`config.mk`:
```
export PLATFORM = sky130hd
export DESIGN_NAME = sram_ctl_flat
export DESIGN_NICKNAME = d
export VERILOG_FILES = /design/src/rtl/sram_ctl_pkg.sv /design/src/rtl/sram_ctl_if.sv /design/src/rtl/sram_ctl_rsp_fifo.sv /design/src/rtl/sram_ctl.sv /design/src/flat_wrapper.sv
export SDC_FILE = /design/constraint.sdc
export NUM_CORES = 2
export LEC_CHECK = 0
export CAP_MARGIN = 20
export CELL_PAD_IN_SITES_DETAIL_PLACEMENT = 0
export CELL_PAD_IN_SITES_GLOBAL_PLACEMENT = 2
export CORE_ASPECT_RATIO = 0.9
export CORE_MARGIN = 8
export CORE_UTILIZATION = 48
export CTS_CLUSTER_SIZE = 16
export DETAILED_ROUTE_END_ITERATION = 7
export GPL_TIMING_DRIVEN = 0
export MAX_ROUTING_LAYER = met4
export PLACE_DENSITY = 0.82
export REMOVE_ABC_BUFFERS = 1
export SLEW_MARGIN = 5
export SYNTH_ARGS = -nofsm -noshare
export SYNTH_HDL_FRONTEND = slang
export SYNTH_SLANG_ARGS = --single-unit
```
`constraint.sdc`:
```
create_clock -name clk -period 3.9 [get_ports clk]
set_input_delay 0.39 -clock clk [delete_from_list [all_inputs] [get_ports clk]]
set_output_delay 0.39 -clock clk [all_outputs]
set_load 0.02 [all_outputs]
```
`src/rtl/sram_ctl_pkg.sv`:
```
`default_nettype none
// ============================================================================
// Package : sram_ctl_pkg
// Brief   : Shared state encoding, response-queue sizing and byte parity.
// Rev     : 1.0
// ============================================================================
package sram_ctl_pkg;

    typedef enum logic [0:0] {
        INIT = 1'b0,
        RUN  = 1'b1
    } state_t;

    localparam int RSP_FIFO_DEPTH = 2;
    localparam int RSP_CNT_W      = $clog2(RSP_FIFO_DEPTH + 1);

    // Even parity: stored bit makes the byte plus parity an even count of ones.
    function automatic logic byte_parity(input logic [7:0] b);
        return ^b;
    endfunction

endpackage
`default_nettype wire

```
`src/rtl/sram_ctl_if.sv`:
```
`default_nettype none
// ============================================================================
// Interface : sram_ctl_if
// Brief     : Request/response channels of the SRAM controller.
//             SRAM_CTL_PARITY_EN adds the par_inject request-side signal.
// Rev       : 1.0
// ============================================================================
interface sram_ctl_if #(
    parameter int DATA_W = 64,
    parameter int ADDR_W = 25
) ();

    logic                  req_valid;
    logic                  req_ready;
    logic                  req_we;
    logic [ADDR_W-1:0]     req_addr;
    logic [DATA_W-1:0]     req_wdata;
    logic [DATA_W/8-1:0]   req_be;
    logic                  rsp_valid;
    logic                  rsp_ready;
    logic [DATA_W-1:0]     rsp_rdata;
    logic                  rsp_err;
    logic                  init_done;
`ifdef SRAM_CTL_PARITY_EN
    logic                  par_inject;

    modport master (
        output req_valid, req_we, req_addr, req_wdata, req_be, rsp_ready, par_inject,
        input  req_ready, rsp_valid, rsp_rdata, rsp_err, init_done
    );

    modport slave (
        input  req_valid, req_we, req_addr, req_wdata, req_be, rsp_ready, par_inject,
        output req_ready, rsp_valid, rsp_rdata, rsp_err, init_done
    );
`else
    modport master (
        output req_valid, req_we, req_addr, req_wdata, req_be, rsp_ready,
        input  req_ready, rsp_valid, rsp_rdata, rsp_err, init_done
    );

    modport slave (
        input  req_valid, req_we, req_addr, req_wdata, req_be, rsp_ready,
        output req_ready, rsp_valid, rsp_rdata, rsp_err, init_done
    );
`endif

endinterface
`default_nettype wire

```
`src/rtl/sram_ctl_rsp_fifo.sv`:
```
`default_nettype none
// ============================================================================
// Module : sram_ctl_rsp_fifo
// Brief  : Small in-order response queue holding {err, rdata} with occupancy.
// Rev    : 1.0
// ============================================================================
module sram_ctl_rsp_fifo
    import sram_ctl_pkg::*;
#(
    parameter int DATA_W = 64
) (
    input  logic                  clk,
    input  logic                  rst,
    input  logic                  push,
    input  logic                  push_err,
    input  logic [DATA_W-1:0]     push_rdata,
    input  logic                  pop,
    output logic                  valid,
    output logic                  head_err,
    output logic [DATA_W-1:0]     head_rdata,
    output logic [RSP_CNT_W-1:0]  count
);

    localparam int PTR_W = (RSP_FIFO_DEPTH > 1) ? $clog2(RSP_FIFO_DEPTH) : 1;

    logic [DATA_W:0]       r_entry [RSP_FIFO_DEPTH];
    logic [PTR_W-1:0]      r_wr_ptr;
    logic [PTR_W-1:0]      r_rd_ptr;
    logic [RSP_CNT_W-1:0]  r_count;

    always_ff @(posedge clk or negedge rst) begin
        if (!rst) begin
            for (int i = 0; i < RSP_FIFO_DEPTH; i++) begin
                r_entry[i] <= '0;
            end
            r_wr_ptr <= '0;
            r_rd_ptr <= '0;
            r_count  <= '0;
        end else begin
            if (push) begin
                r_entry[r_wr_ptr] <= {push_err, push_rdata};
                r_wr_ptr <= (r_wr_ptr == PTR_W'(RSP_FIFO_DEPTH - 1)) ? '0 : r_wr_ptr + PTR_W'(1);
            end
            if (pop) begin
                r_rd_ptr <= (r_rd_ptr == PTR_W'(RSP_FIFO_DEPTH - 1)) ? '0 : r_rd_ptr + PTR_W'(1);
            end
            r_count <= r_count + RSP_CNT_W'(push) - RSP_CNT_W'(pop);
        end
    end

    // Head is forced to zero while empty so idle outputs read as zero.
    assign valid                  = (r_count != '0);
    assign {head_err, head_rdata} = valid ? r_entry[r_rd_ptr] : '0;
    assign count                  = r_count;

endmodule
`default_nettype wire

```
`src/rtl/sram_ctl.sv`:
```
`default_nettype none
// ============================================================================
// Module : sram_ctl
// Brief  : Single-port SRAM controller: cleared array, byte-lane writes,
//          range checking, in-order responses. SRAM_CTL_PARITY_EN adds
//          per-byte even parity with error injection.
// Rev    : 1.0
// ============================================================================
module sram_ctl
    import sram_ctl_pkg::*;
#(
    parameter int DATA_W = 64,
    parameter int ADDR_W = 25,
    parameter int DEPTH  = 32
) (
    input  logic        clk,
    input  logic        rst,
    sram_ctl_if.slave   bus
);

    localparam int NB    = DATA_W / 8;
    localparam int IDX_W = (DEPTH > 1) ? $clog2(DEPTH) : 1;

    state_t                 r_state;
    state_t                 w_state_nxt;
    logic [IDX_W-1:0]       r_init_cnt;
    logic [IDX_W-1:0]       w_init_cnt_nxt;
    logic                   w_init_wr;

    logic [DATA_W-1:0]      r_mem [DEPTH];
`ifdef SRAM_CTL_PARITY_EN
    logic [NB-1:0]          r_par [DEPTH];
`endif

    logic                   w_run;
    logic                   w_in_range;
    logic [IDX_W-1:0]       w_idx;
    logic                   w_accept;
    logic                   w_wr;
    logic                   w_pop;
    logic                   w_occ_space;
    logic [DATA_W-1:0]      w_rd_word;
    logic                   w_rd_err;

    logic                   r_inf_valid;
    logic                   r_inf_err;
    logic [DATA_W-1:0]      r_inf_rdata;

    logic                   w_fifo_valid;
    logic                   w_fifo_err;
    logic [DATA_W-1:0]      w_fifo_rdata;
    logic [RSP_CNT_W-1:0]   w_fifo_count;

    // ------------------------------------------------------------------
    // Clear sequencer
    // ------------------------------------------------------------------
    always_ff @(posedge clk or negedge rst) begin
        if (!rst) begin
            r_state    <= INIT;
            r_init_cnt <= '0;
        end else begin
            r_state    <= w_state_nxt;
            r_init_cnt <= w_init_cnt_nxt;
        end
    end

    always_comb begin
        w_state_nxt    = r_state;
        w_init_cnt_nxt = r_init_cnt;
        w_init_wr      = 1'b0;
        case (r_state)
            INIT: begin
                w_init_wr = 1'b1;
                if (r_init_cnt == IDX_W'(DEPTH - 1)) begin
                    w_state_nxt = RUN;
                end else begin
                    w_init_cnt_nxt = r_init_cnt + IDX_W'(1);
                end
            end
            RUN:     w_state_nxt = RUN;
            default: w_state_nxt = INIT;
        endcase
    end

    assign w_run = (r_state == RUN);

    // ------------------------------------------------------------------
    // Request acceptance
    // ------------------------------------------------------------------
    // Extra top bit keeps the compare exact when DEPTH == 2**ADDR_W.
    assign w_in_range  = ({1'b0, bus.req_addr} < (ADDR_W + 1)'(DEPTH));
    assign w_idx       = bus.req_addr[IDX_W-1:0];
    assign w_pop       = w_fifo_valid && bus.rsp_ready;
    assign w_occ_space = (int'(w_fifo_count) + int'(r_inf_valid)) < RSP_FIFO_DEPTH;
    assign bus.req_ready = w_run && (w_occ_space || w_pop);
    assign w_accept    = bus.req_valid && bus.req_ready;
    assign w_wr        = w_accept && bus.req_we && w_in_range;

    // ------------------------------------------------------------------
    // Storage array
    // ------------------------------------------------------------------
    always_ff @(posedge clk) begin
        if (w_init_wr) begin
            r_mem[r_init_cnt] <= '0;
`ifdef SRAM_CTL_PARITY_EN
            r_par[r_init_cnt] <= {NB{byte_parity(8'h00)}};
`endif
        end else if (w_wr) begin
            for (int i = 0; i < NB; i++) begin
                if (bus.req_be[i]) begin
                    r_mem[w_idx][8*i +: 8] <= bus.req_wdata[8*i +: 8];
`ifdef SRAM_CTL_PARITY_EN
                    r_par[w_idx][i] <= byte_parity(bus.req_wdata[8*i +: 8]) ^ bus.par_inject;
`endif
                end
            end
        end
    end

    assign w_rd_word = r_mem[w_idx];

`ifdef SRAM_CTL_PARITY_EN
    logic [NB-1:0] w_rd_par;

    always_comb begin
        w_rd_err = 1'b0;
        w_rd_par = r_par[w_idx];
        for (int i = 0; i < NB; i++) begin
            if (byte_parity(w_rd_word[8*i +: 8]) != w_rd_par[i]) begin
                w_rd_err = 1'b1;
            end
        end
    end
`else
    assign w_rd_err = 1'b0;
`endif

    // ------------------------------------------------------------------
    // In-flight stage: response formed on the acceptance edge
    // ------------------------------------------------------------------
    always_ff @(posedge clk or negedge rst) begin
        if (!rst) begin
            r_inf_valid <= 1'b0;
            r_inf_err   <= 1'b0;
            r_inf_rdata <= '0;
        end else begin
            r_inf_valid <= w_accept;
            if (w_accept) begin
                r_inf_err   <= !w_in_range || (!bus.req_we && w_rd_err);
                r_inf_rdata <= (w_in_range && !bus.req_we) ? w_rd_word : '0;
            end
        end
    end

    sram_ctl_rsp_fifo #(
        .DATA_W (DATA_W)
    ) u_rsp_fifo (
        .clk        (clk),
        .rst        (rst),
        .push       (r_inf_valid),
        .push_err   (r_inf_err),
        .push_rdata (r_inf_rdata),
        .pop        (w_pop),
        .valid      (w_fifo_valid),
        .head_err   (w_fifo_err),
        .head_rdata (w_fifo_rdata),
        .count      (w_fifo_count)
    );

    assign bus.rsp_valid = w_fifo_valid;
    assign bus.rsp_err   = w_fifo_err;
    assign bus.rsp_rdata = w_fifo_rdata;
    assign bus.init_done = w_run;

endmodule
`default_nettype wire

```
`src/flat_wrapper.sv`:
```
// flat-port wrapper written by rule: the top's interface ports become plain ports
module sram_ctl_flat import sram_ctl_pkg::*;
#(
    parameter int DATA_W = 64,
    parameter int ADDR_W = 25,
    parameter int DEPTH  = 32
)
  (clk, rst, bus_req_valid, bus_req_we, bus_req_addr, bus_req_wdata, bus_req_be, bus_rsp_ready, bus_req_ready, bus_rsp_valid, bus_rsp_rdata, bus_rsp_err, bus_init_done);
  sram_ctl_if #(.DATA_W(DATA_W), .ADDR_W(ADDR_W)) bus_i ();
  input  logic clk;
  input  logic rst;
  input wire logic [$bits(bus_i.req_valid)-1:0] bus_req_valid;
  input wire logic [$bits(bus_i.req_we)-1:0] bus_req_we;
  input wire logic [$bits(bus_i.req_addr)-1:0] bus_req_addr;
  input wire logic [$bits(bus_i.req_wdata)-1:0] bus_req_wdata;
  input wire logic [$bits(bus_i.req_be)-1:0] bus_req_be;
  input wire logic [$bits(bus_i.rsp_ready)-1:0] bus_rsp_ready;
  output wire logic [$bits(bus_i.req_ready)-1:0] bus_req_ready;
  output wire logic [$bits(bus_i.rsp_valid)-1:0] bus_rsp_valid;
  output wire logic [$bits(bus_i.rsp_rdata)-1:0] bus_rsp_rdata;
  output wire logic [$bits(bus_i.rsp_err)-1:0] bus_rsp_err;
  output wire logic [$bits(bus_i.init_done)-1:0] bus_init_done;
  assign bus_i.req_valid = bus_req_valid;
  assign bus_i.req_we = bus_req_we;
  assign bus_i.req_addr = bus_req_addr;
  assign bus_i.req_wdata = bus_req_wdata;
  assign bus_i.req_be = bus_req_be;
  assign bus_i.rsp_ready = bus_rsp_ready;
  assign bus_req_ready = bus_i.req_ready;
  assign bus_rsp_valid = bus_i.rsp_valid;
  assign bus_rsp_rdata = bus_i.rsp_rdata;
  assign bus_rsp_err = bus_i.rsp_err;
  assign bus_init_done = bus_i.init_done;
  sram_ctl #(.DATA_W(DATA_W), .ADDR_W(ADDR_W), .DEPTH(DEPTH)) u_core (.clk(clk), .rst(rst), .bus(bus_i));
endmodule
```
==> reports/results.tsv <==
metric	value	unit
Synth top area share	0.687	
worst r2r src	u_core.r_inf_valid	
Yosys top cell by area	edfxtp_1	
Synth Register Bits	2254	
Reg2Reg Setup Slack	0.13	ns
row count	150	
Syn. warnings	0	
Final min period	3.90	ns
Max clock buf depth	3	
Clock Pin Slew Worst Setup and Hold Paths	0.06	ns
I/O pin total	170	
root buffer cell	clkbuf_16	
Final setup violation count	0	
Port Buf Inserts	169	
1st-iter DRT viols	4178	
period utilization	1.00	
TritonCTS buffer count	217	
unrepaired setup endpoints after global routing	yes	
Synth area leaders	edfxtp_1 (69%), mux4_2 (8.0%), dfrtp_1 (5.8%)	
highest metal layer with signal wires	met4	
WL met3	13.9	mm
largest family of logic cells by synthesized area	multiplexers	
Placed Instance Area	0.0966	sq mm
Post-Syn Instances	4840	
CP Data Required Time	4.44	ns
Critical path origin	bus_req_be[6]	
Post-Synth Simple-Gate Area	0.0450	
total length of routed wires	216	mm
DP HPWL	134	mm
pre-CTS setup slack	-1.52	ns
die height	426	microns
WL met1	90.2	mm
number of placed instances, taps included	7377	
endpoint class of the critical path	flop	
core area	0.186	sq mm
via count	46400	
Hold WC Path Type	primary input to async pin	
synthesized cell area	0.0896	sq mm
XOR/XNOR Fraction of Synth Area	0.000685	
htree depth	4	
relative slew slack	0.322	
Die W	471	microns
Post-route DRC	0	
asr flop ratio synth	0.0914	
top cells by count, synth	edfxtp_1 (2,048), mux2i_1 (397), nor2_1 (334), mux2_2 (330), mux4_2 (320)	
CP Capture Point	u_core.r_mem[24][9]	
Post-synth EDFFs	2048	
Top FF cell, synth	edfxtp_1	
LEAKAGE	0.0407	uW
Syn-to-layout area delta	17.1	%
non-filler cells, final	7845	
CTS tree	yes	
post-layout instance area	0.105	sq mm
FF-to-FF path depth	8	
Power Density	471	mW/mm^2
first-pass GRT wire length	316	mm
CP max FO	20	
layout cell share with drive strength beyond 1	0.268	
sequential area share after synthesis	0.744	
gp weighted congestion	0.747	
Total GRT Usage	0.218	
most frequent cell after synthesis	edfxtp_1	
clk_skew	0.0266	ns
adder-cell share of the synthesized area	0.000559	
Fill cells	13900	
Final nets	5331	
Post-DRT Antenna Nets	0	
outcome	complete, no violations	
met2 WL	107	mm
Peak VDD IR	0.492	mV
compound-gate portion of the synthesized area	0.0268	
Fmax	257	MHz
post-synthesis mux area share	0.166	
kind of critical path	primary input to flop	
Synth Area per Inst	18.5	sq um
post-DR wirelength/cell	27.5	microns
vias per inst	5.91	
Worst-Skew Late Latency	0.82	ns
worst slew pin tran	1.01	ns
maximum number of pins on one net before global-route repair	107	
# clock sinks	2254	
Hold Violations, Final	0	
initial antenna violation count	7	
max_cap viols	0	
first-pass detailed-route iteration total	5	
crit path DAT	4.44	ns
fin. max-slew vios	0	
Final WS setup	0.00160	ns
Synth cell types	42	
vias in the first global route	47000	
Die Area	0.201	sq mm
starting density of the core	0.482	
GRT overflow	0	
Startpoint Class	primary input	
RR Endpoint	u_core.r_mem[24][9]	
## critical path, cell delays in order
cell and delay [ns]:
clkdlybuf4s50_1 0.78, nor4_1 0.13, nand2_1 0.65, nor4b_4 0.40, buf_6 0.24, mux2_2 0.59, buf_12 0.27, nor3_1 0.64
buf_4 0.28
## sequential cells by signal, indices dropped and copies added, names as in the netlist
register,flops
u_core.u_rsp_fifo.r_entry,130
u_core.r_inf_valid,1
u_core.r_init_cnt,5
u_core.u_rsp_fifo.count,2
u_core.r_inf_err,1
u_core.r_inf_rdata,64
u_core.u_rsp_fifo.r_rd_ptr,1
u_core.u_rsp_fifo.r_wr_ptr,1
u_core.r_mem,2048
u_core.bus.init_done,1
## cells in the final DEF (no fill, tap or decap), types with 35 or more instances in the layout
| cell | n |
|---|---|
| buf_2 | 71 |
| clkinv_1 | 35 |
| mux2i_1 | 392 |
| buf_16 | 67 |
| edfxtp_1 | 2048 |
| nor3_2 | 92 |
| nor3_1 | 168 |
| dfrtp_1 | 204 |
| buf_4 | 125 |
| clkdlybuf4s50_1 | 164 |
| mux4_2 | 320 |
| nor2_1 | 332 |
| a21oi_1 | 66 |
| a32oi_1 | 64 |
| buf_8 | 53 |
| clkinv_2 | 40 |
| o21ai_0 | 118 |
| o22ai_1 | 128 |
| clkbuf_1 | 53 |
| clkbuf_16 | 222 |
| or4_1 | 64 |
| mux2_2 | 330 |
| and2_1 | 63 |
## per-stage QoR
step           total power, uW  utilization  TNS [ns]  hold slack, ns
3_5_place_dp             29200        0.521  -3423.30           0.390
3_3_place_gp             30300        0.500         -           0.466
4_1_cts                  49800        0.559    -0.635          0.0478
6_report                 49400        0.565         0           0.114
5_1_grt                  50800        0.565   -0.0864           0.129
2_1_floorplan            27700            -  -3320.80          0.0944
## routing by layer
layer,global-route usage,vias to the layer above
met5,-,-
met4,0.0531,0
met3,0.0354,287
met2,0.355,1555
met1,0.291,24300
li1,-,20200
## final cells by class
cell class	instances	area (sq um)	share of cell area
flip-flops and latches	2254	66700	0.636
multi-input cells	2231	22000	0.210
repair buffers	514	6100	0.0582
clock buffers	292	5990	0.0571
well taps	2432	3040	0.0290
clock inverters	112	1050	0.0100
inverters	7	26.3	0.000251
diodes	3	7.51	0.0000716
## power by group
part | internal [uW] | switching, uW | total [uW]
Sequential | 26000 | 71.9 | 26100
Combinational | 995 | 1590 | 2590
Clock | 11900 | 8840 | 20700
Total | 38900 | 10500 | 49400
## what timing repair did
action,4_1_cts,5_1_grt
resized for setup,21,4
setup buffers,5,0
setup endpoints to repair,3600,155
hold buffers,1,0
endpoints found under the hold margin,80,0
pin swaps,2,0
## kinds of logic (layout without fill, tap and decap cells)
family,Yosys count,count (layout)
AO/OA/AOI/OAI,398,398
adder cells (fa/ha/maj),4,4
multiplexers,1047,1047
buffers and inverters,355,925
other,0,3
flip-flops,2254,2254
XOR/XNOR,7,7
AND/OR/NAND/NOR,775,775
## worst min path at each step
stage / depth (start not counted) / to / start
finish: 2 / u_core.u_rsp_fifo.r_entry[87] / rst
global route: 3 / u_core.r_inf_rdata[41] / bus_req_addr[2]
CTS: 3 / u_core.r_inf_rdata[42] / bus_req_addr[2]
detailed placement: 1 / u_core.u_rsp_fifo.r_entry[87] / rst
global placement: 2 / u_core.u_rsp_fifo.r_entry[64] / u_core.u_rsp_fifo.r_entry[64]
floorplan: 0 / u_core.bus.init_done / rst
No activity file was read; power rests on OpenSTA's default activity.
